`src/rtl/strobe_trace_logger.sv`:
```
`timescale 1ns/1ps
// strobe_trace_logger: cycle-stamped multi-channel sample logger feeding a valid/ready trace stream.
// Records are dropped (and counted) on overflow; FSTROBE_TRACE_LOG_EN adds a sim-only text log.
//   state   | meaning
//   S_EMPTY | nothing presented, rec_valid low
//   S_HOLD  | rec_data holds the FIFO head, rec_valid high
module strobe_trace_logger #(
  parameter int NUM_CH = 4,
  parameter int DATA_W = 8,
  parameter int DEPTH  = 16,
  parameter int TS_W   = 16,
  parameter int DROP_W = 8
`ifdef FSTROBE_TRACE_LOG_EN
  ,
  parameter string LOG_FILE = "trace.txt"
`endif
) (
  input  logic                                  clk,
  input  logic                                  rst_n,
  input  logic                                  clr,
  input  logic [NUM_CH-1:0]                     ch_en,
  input  logic [NUM_CH*DATA_W-1:0]              ch_data,
  output logic                                  rec_valid,
  input  logic                                  rec_ready,
  output logic [TS_W+NUM_CH+NUM_CH*DATA_W-1:0]  rec_data,
  output logic [$clog2(DEPTH):0]                count,
  output logic                                  full,
  output logic                                  overflow,
  output logic [DROP_W-1:0]                     drop_cnt
);
  localparam int REC_W = TS_W + NUM_CH + NUM_CH*DATA_W;
  localparam int AW    = $clog2(DEPTH);

  typedef enum logic {S_EMPTY = 1'b0, S_HOLD = 1'b1} state_t;

  state_t                   state;
  logic [TS_W-1:0]          ts;
  logic [AW:0]              wptr, rptr, wptr_nxt, rptr_nxt;
  logic [REC_W-1:0]         mem [DEPTH];
  logic [NUM_CH*DATA_W-1:0] data_m;
  logic [REC_W-1:0]         new_rec, head_nxt;
  logic                     push_req, pop, push_ok, drop;

  always_comb begin
    data_m = '0;
    for (int i = 0; i < NUM_CH; i++)
      if (ch_en[i]) data_m[i*DATA_W +: DATA_W] = ch_data[i*DATA_W +: DATA_W];
  end

  assign new_rec  = {ts, ch_en, data_m};
  assign count    = wptr - rptr;
  assign full     = (wptr[AW] != rptr[AW]) && (wptr[AW-1:0] == rptr[AW-1:0]);
  assign push_req = |ch_en;
  assign pop      = rec_valid && rec_ready;
  assign push_ok  = push_req && (!full || pop);
  assign drop     = push_req && full && !pop;
  assign wptr_nxt = wptr + {{AW{1'b0}}, push_ok};
  assign rptr_nxt = rptr + {{AW{1'b0}}, pop};
  // The incoming record becomes the head when it lands in the slot the read pointer moves to.
  assign head_nxt = (push_ok && (rptr_nxt == wptr)) ? new_rec : mem[rptr_nxt[AW-1:0]];

  always_ff @(posedge clk) begin
    if (push_ok && !clr) mem[wptr[AW-1:0]] <= new_rec;
  end

  always_ff @(posedge clk or negedge rst_n) begin
    if (!rst_n) begin
      state     <= S_EMPTY;
      rec_valid <= 1'b0;
      rec_data  <= '0;
      wptr      <= '0;
      rptr      <= '0;
      ts        <= '0;
      overflow  <= 1'b0;
      drop_cnt  <= '0;
    end else if (clr) begin
      state     <= S_EMPTY;
      rec_valid <= 1'b0;
      rec_data  <= '0;
      wptr      <= '0;
      rptr      <= '0;
      ts        <= '0;
      overflow  <= 1'b0;
      drop_cnt  <= '0;
    end else begin
      ts       <= ts + TS_W'(1);
      wptr     <= wptr_nxt;
      rptr     <= rptr_nxt;
      rec_data <= (wptr_nxt == rptr_nxt) ? '0 : head_nxt;
      if (drop) begin
        overflow <= 1'b1;
        if (drop_cnt != {DROP_W{1'b1}}) drop_cnt <= drop_cnt + DROP_W'(1);
      end
      case (state)
        S_EMPTY: if (push_ok) begin
          state     <= S_HOLD;
          rec_valid <= 1'b1;
        end
        S_HOLD: if (pop && (count == (AW+1)'(1)) && !push_ok) begin
          state     <= S_EMPTY;
          rec_valid <= 1'b0;
        end
      endcase
    end
  end

`ifdef FSTROBE_TRACE_LOG_EN
  int unsigned log_drops = 0;

  always @(posedge clk) begin
    if (rst_n && !clr) begin
      if (push_ok) begin
        $display("%0d %b %h", ts, ch_en, data_m);
      end else if (drop) begin
        log_drops = log_drops + 1;
        $display("DROP %0d", log_drops);
      end
    end
  end
`endif
endmodule
```
`config.mk`:
```
export PLATFORM = sky130hd
export DESIGN_NAME = strobe_trace_logger
export DESIGN_NICKNAME = d
export VERILOG_FILES = /design/src/rtl/strobe_trace_logger.sv
export SDC_FILE = /design/constraint.sdc
export NUM_CORES = 1
export LEC_CHECK = 0
export BUFFER_PORTS_ARGS = -buffer_cell sky130_fd_sc_hd__buf_2
export CORE_UTILIZATION = 50
export CTS_CLUSTER_DIAMETER = 200
export DETAILED_ROUTE_END_ITERATION = 12
export GPL_TIMING_DRIVEN = 0
export PLACE_DENSITY = 0.69
export SLEW_MARGIN = 20
export SYNTH_ARGS = -nofsm -noshare
export SYNTH_HDL_FRONTEND = slang
export SYNTH_SLANG_ARGS = --single-unit
```
`constraint.sdc`:
```
create_clock -name clk -period 9 [get_ports clk]
set_input_delay 0 -clock clk [delete_from_list [all_inputs] [get_ports clk]]
set_output_delay 0 -clock clk [all_outputs]
set_load 0.02 [all_outputs]
```
; Word level (Yosys, flattened, before mapping)
; Memory sizes are Yosys's and may differ from the RTL's.
; Cells that the tools add are included.
[totals]
word_cells = 67
regBits = 89
latchBits = 0
n_memories = 1
mem_bits_rw = 832
rom_bits = 0
[mem_list]
columns = name, depth, width, rd, rd_ports_with_merged_regs, wr, line_no
row1 = mem, 16, 52, 1, 0, 1, 39  ; logic [REC_W-1:0] mem [DEPTH];
[op_classes]
div = 0
addsub = 5
n_bitwise = 1
multipliers = 0
muxes = 25
n_lt_le_gt_ge = 0
n_shift = 0
reduce_logical = 19
n_eq_ne = 8
[ops]
columns = operator, count
row1 = 2-to-1 mux 52 bit, 3
row2 = 2-to-1 mux 8 bit, 7
row3 = "adder 16 x 1 -> 16 bit, second input constant", 1
row4 = 2-to-1 mux 16 bit, 1
row5 = adder 5 x 1 -> 5 bit, 2
row6 = equality test 5 bit, 2
row7 = 2-to-1 mux 1 bit, 10
row8 = 2-to-1 mux 5 bit, 2
row9 = logical AND 1 bit, 9
row10 = "adder 8 x 1 -> 8 bit, second input constant", 1
row11 = "inequality test 8 bit, second input constant", 1
row12 = "equality test 5 x 1 -> 1 bit, second input constant", 1
row13 = subtractor 5 bit, 1
row14 = equality test 4 bit, 1
row15 = zero test 1 bit, 4
row16 = one-hot mux 1 bit (2 select lines), 2
row17 = AND reduction 2 bit, 2
row18 = nonzero test 2 bit, 2
row19 = OR reduction 4 bit, 1
row20 = "inequality test 3 x 2 -> 1 bit, second input constant", 1
row21 = "inequality test 3 bit, second input constant", 1
row22 = logical OR 1 bit, 1
row23 = inequality test 1 bit, 1
row24 = NOT 1 bit, 1

; Logic depth before layout (Yosys ltp)
[logic_depth]
depth_word = 10
depth_mapped = 16
depth_no_buf = 13

; Least setup slack after synthesis
; OpenSTA, ideal clock, no wires.
[synth_timing]
path_type = register to register
startpoint = register wptr[0]
endpoint = memory mem[0][0] in the netlist's numbering, enable pin
stages_incl_launch_ff = 9
path_slack_ps = 2991
setup_ps = 526
t_arrival_ps = 5484
path_cell_list = dfrtp_1 -> clkbuf_1 -> inv_1 -> ha_1 -> nand4_1 -> nor2_1 -> a21o_1 -> or4_1 -> nor3_1
[synth_via]
elab_chain_len = 8
[synth_lines]
columns = element, line_no
row1 = start: declaration, 38  ; logic [AW:0] wptr, rptr, wptr_nxt, rptr_nxt;
row2 = start signal: assignment, 87  ; wptr <= wptr_nxt;
row3 = equality test 4 bit, 52  ; assign full = (wptr[AW] != rptr[AW]) && (wptr[AW-1:0] == rptr[AW-1:0]);
row4 = logical AND 1 bit, 52
row5 = via full, 27  ; output logic full,
row6 = zero test 1 bit, 55  ; assign push_ok = push_req && (!full || pop);
row7 = logical OR 1 bit, 55
row8 = logical AND 1 bit, 55
row9 = logical AND 1 bit, 63  ; if (push_ok && !clr) mem[wptr[AW-1:0]] <= new_rec;
row10 = 2-to-1 mux 1 bit, 63
row11 = 2-to-1 mux 1 bit (implied by the code), 63
row12 = end: declaration, 39
; The timed path passes the listed nets, and every way through them passes these cells.

; Worst setup path in the final report
[layout_timing]
startpoint = register wptr[0]
endpoint = memory mem[4][18] in the netlist's numbering, enable pin
[layout_via]
elab_chain_len = 8
[layout_lines]
columns = element, line_no
row1 = equality test 4 bit, 52
row2 = logical AND 1 bit, 52
row3 = zero test 1 bit, 55
row4 = logical OR 1 bit, 55
row5 = logical AND 1 bit, 55
row6 = logical AND 1 bit, 63
row7 = 2-to-1 mux 1 bit, 63
row8 = 2-to-1 mux 1 bit (implied by the code), 63
; Parallel ways exist; a longest one is shown, timed or not.

==> impl_metrics.csv <==
group,metric,value,unit
grt,grt_antenna_before_repair,1,
placed_design,placed_cell_area,38400,sq um
floorplan,start_util,0.504,
floorplan,dieArea,71700,sq um
placed_design,place_congestion,0.820,
final_layout,fin_cells,3017,
sta,worstMarginPinSlew,1.09,ns
final_layout,multi_input_area,7790,sq um
floorplan,row_count,97,
detailed_routing,drt_iter0_markers,1788,
synthesis,synth-warning-count,0,
sta,whs,0.0139,ns
synthesis,post_synth.cell_area_avg,20.8,sq um
cts,htree_levels,3,
grt,busiest_layer,"met2",
grt,track_usage,0.237,
sta,slew_headroom,0.265,
grt,gr-total-overflow,0,
placed_design,post-place-cells,2816,
cts,post_cts_buffers,0,
grt,use_met1,0.329,
job,drv_cap,0,
cts,clk_latency,0.66,ns
grt,use_met3,0.0392,
cts,cts_resized,0,
detailed_routing,postRouteAntennaNets,0,
synthesis,synth_top_area_share,0.707,
final_layout,regArea,27200,sq um
critical_path,slowest_delay,0.64,ns
cts,root_buffer,"clkbuf_16",
critical_path,cp_top_family,"buffers and inverters",
final_layout,diodes,0,
synthesis,yosysSeqAreaShare,0.770,
sta,min_period_over_period,0.484,
grt,grtUsageMet2,0.386,
sta,setup_slack,4.64,ns
cts,clock_sinks,921,
sta,fin_skew,0.0241,ns
cts,clk_pin_slew,0.06,ns
sta,rsz0062_at_grt,"false",
floorplan,die_w,268,um
sta,fmax,230,MHz
synthesis,synth_nets,1751,
synthesis,synthFlopType,"edfxtp_1",
pwr,power_density,226,nW/um^2
critical_path,cp-start-kind,"register",
final_layout,drive_above_1_share,0.277,
pwr,clockPowerShare,0.400,
synthesis,synth_top_area_cell,"edfxtp_1",
detailed_routing,drc,0,
synthesis,synth_edf_count,832,
critical_path,worst-setup-path-type,"reg2reg",
pwr,vdd_drop_max,0.000144,V
synthesis,synthCells,1700,
critical_path,crit_fanout,8,
sta,fin_crit,4.36,ns
synthesis,synth-async-reset-ratio,0.0966,
pwr,p_seq_frac,0.508,
critical_path,cp_num_buf_inv,7,
detailed_routing,dr.pass1.iters,5,
pwr,power.leakage,14.0,nW
cts,clk_path_buf_depth,3,
pwr,switchingPower,2.13,mW
detailed_routing,wl_per_cell,27.4,um
detailed_routing,avgViaCountPerCell,6.05,
placed_design,dp_slack,4.70,ns
synthesis,yosys_register_bits,921,
final_layout,final_nets,2054,
grt,grt_max_degree,59,
floorplan,die-height,268,um
critical_path,cpMaxStageDelayCell,"nor3_2",
detailed_routing,finalWirelength,82600,um
cts,hold_buffers,34,
final_layout,fin_area,41700,sq um
worst_hold_path,hold_path.class,"in2reg",
final_layout,area_growth,18.0,%
pwr,internal-power,7.29,mW
floorplan,coreArea,70000,sq um
critical_path,critical_path.cell_chain,"clkbuf_1, inv_1, ha_1, nand4_1, nor2_1, a21o_1, nor2_1, nand3b_1, nor3_2, buf_6, buf_4, buf_4, buf_4, buf_4",
critical_path,cp.required,9.36,ns
placed_design,dp_hpwl,53200,um
outcome,status,"complete, no violations",
pwr,power.share.switching,0.226,
cts,cts_tree,"yes",
sta,hold_viol,0,
placed_design,place.port_buffers,107,
synthesis,synth_area_leaders,"edfxtp_1 (71%), mux4_2 (13%), dfrtp_1 (6.3%)",
sta,tns,0,ns
critical_path,crit_top_cell,"buf_4",
detailed_routing,vias,18300,
grt,grt_pass1_vias,18900,
grt,grt_pass1_wl,122000,um
final_layout,fillers,4917,
floorplan,ios,108,
sta,finalSetupViolations,0,
pwr,power_frac_comb,0.092,
synthesis,netlist-cell-type-count,40,
sta,drv_slew,0,
critical_path,crit_arrival,4.72,ns
synthesis,syn-cell-area,35300,sq um
cts,numCtsBuffers,91,
critical_path,endpoint_kind,"register",
==> registers in the layout (all words and copies together) (netlist names) <==
register	flops
mem	832
rec_data	52
ts	16
drop_cnt	8
rptr	5
wptr	5
overflow	1
rec_valid	1
state	1
==> routing by layer <==
metal | vias up | wire [um]
li1 | 7608 | -
met1 | 9604 | 33000
met2 | 884 | 40700
met3 | 157 | 6510
met4 | 0 | 2350
met5 | - | 0
==> power by group through the flow <==
stage	Sequential [mW]	Combinational, mW	Clock (mW)
floorplan	4.92	0.502	0
global placement	4.88	0.812	0
detailed placement	4.87	0.860	0
CTS	4.78	0.878	3.82
global route	4.79	0.929	3.98
finish	4.78	0.871	3.77
==> stage by stage <==
| step | power [mW] | utilization |
|---|---|---|
| floorplan | 5.42 | - |
| global placement | 5.69 | 0.529 |
| detailed placement | 5.73 | 0.548 |
| CTS | 9.48 | 0.595 |
| global route | 9.70 | 0.595 |
| finish | 9.43 | 0.595 |
==> cell type report <==
type	count	area share
timing repair buffer	210	0.0511
tap	940	0.0282
clock buffer	111	0.0574
multi-input combinational	677	0.187
inverter	10	0.000900
sequential	921	0.653
buffer	92	0.00975
clock inverter	56	0.0131
==> cells in the final DEF (no fill, tap or decap), types with 31 or more instances in the layout <==
| cell type | count |
|---|---|
| edfxtp_1 | 832 |
| and2_1 | 32 |
| clkbuf_16 | 91 |
| a21o_1 | 55 |
| a21oi_1 | 60 |
| nor2_1 | 32 |
| buf_4 | 32 |
| mux4_2 | 208 |
| dfrtp_1 | 89 |
| dlygate4sd3_1 | 33 |
| buf_2 | 134 |
| a22oi_1 | 104 |
| nand2_1 | 64 |
| buf_16 | 31 |
| clkbuf_1 | 69 |
==> synth_stat cells (2+ instances only) <==
| master | n |
|---|---|
| dfrtp_1 | 89 |
| xor2_1 | 19 |
| nand2_1 | 64 |
| edfxtp_1 | 832 |
| nor2_1 | 48 |
| or4_1 | 3 |
| and3_1 | 6 |
| nor3_1 | 6 |
| mux4_2 | 208 |
| or3_1 | 2 |
| nor2b_1 | 5 |
| xnor2_1 | 19 |
| inv_1 | 9 |
| a21oi_1 | 60 |
| nand4_1 | 8 |
| buf_1 | 4 |
| a22oi_1 | 104 |
| a21o_1 | 55 |
| buf_4 | 7 |
| ha_1 | 10 |
| nand3b_1 | 2 |
| and2_1 | 32 |
| buf_2 | 28 |
| o21ai_0 | 3 |
| nand3_1 | 10 |
| clkbuf_1 | 53 |
==> kinds of logic (layout without fill, tap and decap cells) <==
family	count (synthesis)	in the layout	share of synthesized area
buf+inv	102	479	0.0126
simple gates	193	193	0.0263
xor+xnor	40	40	0.0107
flops	921	921	0.770
mux	208	208	0.133
compound gates	225	225	0.0434
fa+ha+maj	11	11	0.00411
==> path summary, 6_finish.rpt <==
check,to,start,slack (ns),depth (start not counted)
max in group asynchronous,rec_data[9],rst_n,8.26,4
worst max register to register,mem[4][18],wptr[0],4.64,14
min in group asynchronous,rec_data[39],rst_n,0.39,4
worst max-delay path,mem[4][18],wptr[0],4.64,14
worst min register to register,rec_valid,state,0.52,1
worst min-delay path,mem[5][24],ch_data[24],0.01,2
No activity file was read; power rests on OpenSTA's default activity.
